### config.mk
export PLATFORM = sky130hd
export DESIGN_NAME = pulse_rx
export DESIGN_NICKNAME = d
export VERILOG_FILES = /design/src/rtl/pulse_rx.sv
export SDC_FILE = /design/constraint.sdc
export NUM_CORES = 1
export LEC_CHECK = 0
export ABC_AREA = 1
export CELL_PAD_IN_SITES_DETAIL_PLACEMENT = 1
export CELL_PAD_IN_SITES_GLOBAL_PLACEMENT = 1
export CORE_MARGIN = 4
export CORE_UTILIZATION = 32
export CTS_CLUSTER_SIZE = 30
export DETAILED_ROUTE_END_ITERATION = 12
export GPL_ROUTABILITY_DRIVEN = 0
export GPL_TIMING_DRIVEN = 0
export PLACE_DENSITY_LB_ADDON = 0.25
export SYNTH_ARGS = -nofsm -noshare
export SYNTH_HDL_FRONTEND = slang
export SYNTH_SLANG_ARGS = --single-unit
### constraint.sdc
create_clock -name clk -period 1.13 [get_ports clk]
set_input_delay 0.113 -clock clk [delete_from_list [all_inputs] [get_ports clk]]
set_output_delay 0.113 -clock clk [all_outputs]
set_load 0.05 [all_outputs]
### src/rtl/pulse_rx.sv
// Purpose: receive a stretched pulse from another domain, measure its high width, flag widths out of range.
// Latency: strobe SYNC_STAGES+1 edges after pin is first sampled high; done/err_short the same after first low sample.
// Backpressure: none; events are single-cycle strobes and width holds until the next completed measurement.
module pulse_rx #(
    parameter int SYNC_STAGES = 2,
    parameter int MIN_WIDTH   = 2,
    parameter int MAX_WIDTH   = 16,
    parameter int CNT_W       = $clog2(MAX_WIDTH + 1)
) (
    input  logic             clk,
    input  logic             rst,
    input  logic             ena,
    input  logic             pin,
    output logic             strobe,
    output logic             done,
    output logic [CNT_W-1:0] width,
    output logic             err_short,
    output logic             err_long,
    output logic             busy
);

    localparam logic [CNT_W-1:0] MIN_C = CNT_W'(MIN_WIDTH);
    localparam logic [CNT_W-1:0] MAX_C = CNT_W'(MAX_WIDTH);
    localparam logic [CNT_W-1:0] ONE_C = CNT_W'(1);

    typedef enum logic [1:0] {
        IDLE = 2'd0,
        HIGH = 2'd1,
        LONG = 2'd2
    } state_t;

    state_t             state;
    state_t             state_nxt;
    logic [SYNC_STAGES-1:0] sync;
    logic               s;
    logic               s_d;
    logic               rise;
    logic               fall;
    logic [CNT_W-1:0]   cnt;
    logic [CNT_W-1:0]   cnt_nxt;
    logic [CNT_W-1:0]   width_nxt;
    logic               strobe_nxt;
    logic               done_nxt;
    logic               err_short_nxt;
    logic               err_long_nxt;

    assign s    = sync[SYNC_STAGES-1];
    assign rise = s & ~s_d;
    assign fall = ~s & s_d;
    assign busy = (state != IDLE);

    // Synchronizer chain and edge-detect delay; a reset chain forces a fresh 0->1 before any rise.
    always_ff @(posedge clk or posedge rst) begin
        if (rst) begin
            sync <= '0;
            s_d  <= 1'b0;
        end else begin
            sync <= {sync[SYNC_STAGES-2:0], pin};
            s_d  <= s;
        end
    end

    // State, counter and registered outputs.
    always_ff @(posedge clk or posedge rst) begin
        if (rst) begin
            state     <= IDLE;
            cnt       <= '0;
            width     <= '0;
            strobe    <= 1'b0;
            done      <= 1'b0;
            err_short <= 1'b0;
            err_long  <= 1'b0;
        end else begin
            state     <= state_nxt;
            cnt       <= cnt_nxt;
            width     <= width_nxt;
            strobe    <= strobe_nxt;
            done      <= done_nxt;
            err_short <= err_short_nxt;
            err_long  <= err_long_nxt;
        end
    end

    // Next-state logic: disable aborts silently; the counter saturates at MAX_WIDTH by moving to LONG.
    always_comb begin
        state_nxt     = state;
        cnt_nxt       = cnt;
        width_nxt     = width;
        strobe_nxt    = 1'b0;
        done_nxt      = 1'b0;
        err_short_nxt = 1'b0;
        err_long_nxt  = 1'b0;
        case (state)
            IDLE: begin
                if (ena && rise) begin
                    state_nxt  = HIGH;
                    cnt_nxt    = ONE_C;
                    strobe_nxt = 1'b1;
                end
            end
            HIGH: begin
                if (!ena) begin
                    state_nxt = IDLE;
                end else if (fall) begin
                    state_nxt = IDLE;
                    width_nxt = cnt;
                    if (cnt >= MIN_C) begin
                        done_nxt = 1'b1;
                    end else begin
                        err_short_nxt = 1'b1;
                    end
                end else if (s) begin
                    if (cnt == MAX_C) begin
                        state_nxt    = LONG;
                        err_long_nxt = 1'b1;
                    end else begin
                        cnt_nxt = cnt + ONE_C;
                    end
                end
            end
            LONG: begin
                if (!ena || fall) begin
                    state_nxt = IDLE;
                end
            end
            default: begin
                state_nxt = IDLE;
            end
        endcase
    end

endmodule
==> metrics.txt <==
initial antenna violation count 0; final wirelength 2170 um; RSZ-0062 raised after global routing yes; WL per Instance 13.1 um; worst hold path class input port to asynchronous set/reset pin; Worst Setup Path Type flip-flop to flip-flop; die width 61.8 um; synth unique cells 19; Final Hold Viols 0; DIE AREA 0.00382 mm^2; Clock transition at path regs 0.11 ns; CTS buffer count 3; slew margin rel. 0.489; Final WS setup -0.115 ns; Remaining DRCs 0; nets 143; root buf cell clkbuf_4; num rows 19; share of layout cells above drive strength 1 0.481; Hold Worst Slack 0.236 ns; CTS max path bufs 2; Total GRT Usage 0.135; IO Port Bufs 13; n_diodes 0; Slew Viols, Final 0; Seq/Total Area, Yosys 0.513; die height 61.8 um; Final setup viols 16; Pwr Density 1190 mW/mm^2; number of flops mapped to enable cells by yosys 0; largest net degree at the start of global routing 20; max cap viols 0; count leader, synth nand2_1; top cell type's share of synthesized area 0.513; Post-synth ARST share 1.00; status finished with violations; Highest Clock Rate 803 MHz; area grow syn2layout 40.4%; minimum clock period 1.24 ns; Place WS -0.383 ns; Initial Util 0.336; first-pass GRT wire length 3660 um; #FFs+latches synth 19; H-tree depth 1; Post-DP HPWL 1420 um; grt total ovfl 0; most common library cells after synthesis nand2_1 (26), dfrtp_1 (19), inv_1 (17), nand3_1 (8), nor2_1 (8); top cells by area, synth dfrtp_1 (51%), nand2_1 (11%), inv_1 (6.9%), o21ai_2 (4.7%), nand3_1 (4.3%); Clock Latency Late Sink 0.30 ns; CTS tree yes; synthesized area 927 um^2; VDD IR max 0.748 mV; P_leak 0.677 nW; Synth warnings 0; vias 787; post-synth top area cell dfrtp_1; worst slew pin tran 0.766 ns; drt pass-1 iters 4; failing checks negative setup slack; Ports 14; Worst Path Required 1.34 ns; Via density 4.74; antenna viol nets, final 0; Power, Total 1.55 mW; WP data arrival 1.45 ns; Max FO, Critical Path 7; fin crit share 1.10; Mapped Avg Cell Area 8.91 um^2; Syn Inst Count 104; TNS Setup -1.04 ns; CP Capture Type flip-flop; fillers 341; number of global-route vias before repair 801; CTS Hold Buffers Added 0; CTS sink cnt 19; Main synth FF type dfrtp_1; Setup crit start kind flip-flop; core area 0.00276 mm^2; final setup skew 0.00615 ns; Net Count, Synth 111; Iteration-0 DRC Markers 7
[cell families after synthesis]
kind of cell,count (synthesis),share of synthesized area
adder cells (fa/ha/maj),3,0.0405
AO/OA/AOI/OAI,7,0.0580
flip-flops,19,0.513
AND/OR/NAND/NOR,55,0.300
buffers and inverters,20,0.0891
[metrics by stage]
step / area (um^2) / std cells / util
final: 1300 / 166 / 0.472
after CTS: 1250 / 165 / 0.453
after detailed placement: 1100 / 148 / 0.397
after global routing: 1300 / 166 / 0.472
after floorplan: 927 / 104 / -
after global placement: 1100 / 148 / 0.397
[power breakdown]
group	internal, mW	total (mW)	switching (mW)
logic	0.185	0.435	0.249
registers	0.722	0.759	0.0368
clock network	0.138	0.355	0.218
total	1.05	1.55	0.504
[path summary, 6_finish.rpt]
kind                         start        end  slack, ns  cells past startpoint
max                         cnt[1]     cnt[2]      -0.11                      9
min                            rst  err_short       0.24                      2
max reg2reg                 cnt[1]     cnt[2]      -0.11                      9
min reg2reg                sync[0]    sync[1]       0.36                      0
max in group asynchronous      rst     cnt[0]       0.36                      2
min in group clk               pin    sync[0]       0.24                      1
[per-layer routing]
metal,GRT usage,vias up,wire (um)
met5,0,-,0
met4,0.0727,0,31
met3,0.0351,4,94
met2,0.235,13,1110
met1,0.151,386,933
li1,-,384,-
[cell usage in the layout, fill, tap and decap left out, drive strengths merged]
cell	Yosys	final
buf	1	24
nor2	11	11
nand3	10	10
inv	19	19
o21ai	7	7
clkdlybuf4s50	0	3
nand2	30	30
dfrtp	19	19
clkbuf	0	5
nor3	1	1
ha	3	3
nand4	3	3
[repair_timing]
action                     in CTS  in global routing
resized for setup              70                 17
buffers inserted               12                  1
pin swaps                       6                  6
setup endpoints to repair      23                 17
gates cloned                    1                  0
[worst max-delay path: stages, from the launching register on]
cell	delay [ns]
dfrtp_2	0.46
inv_2	0.09
ha_4	0.13
nand2_2	0.05
inv_2	0.06
nand2_4	0.06
nand2_8	0.10
nand2_4	0.06
nand2_1	0.06
nand2_1	0.05
[state kept, by name (all words and copies together), names as in the netlist]
name and cells:
cnt 5, width 5, state 2, sync 2, done 1, err_long 1, err_short 1, s_d 1
strobe 1
[layout make-up]
| type | count | area [um^2] | share of cell area |
|---|---|---|---|
| Clock buffer | 4 | 26.3 | 0.0202 |
| Inverter | 19 | 73.8 | 0.0567 |
| Timing Repair Buffer | 27 | 213 | 0.163 |
| Sequential cell | 19 | 479 | 0.368 |
| Buffer | 1 | 11.3 | 0.00865 |
| Tap cell | 31 | 38.8 | 0.0298 |
| Multi-Input combinational cell | 65 | 459 | 0.353 |
(Power assumes the default switching activity.)
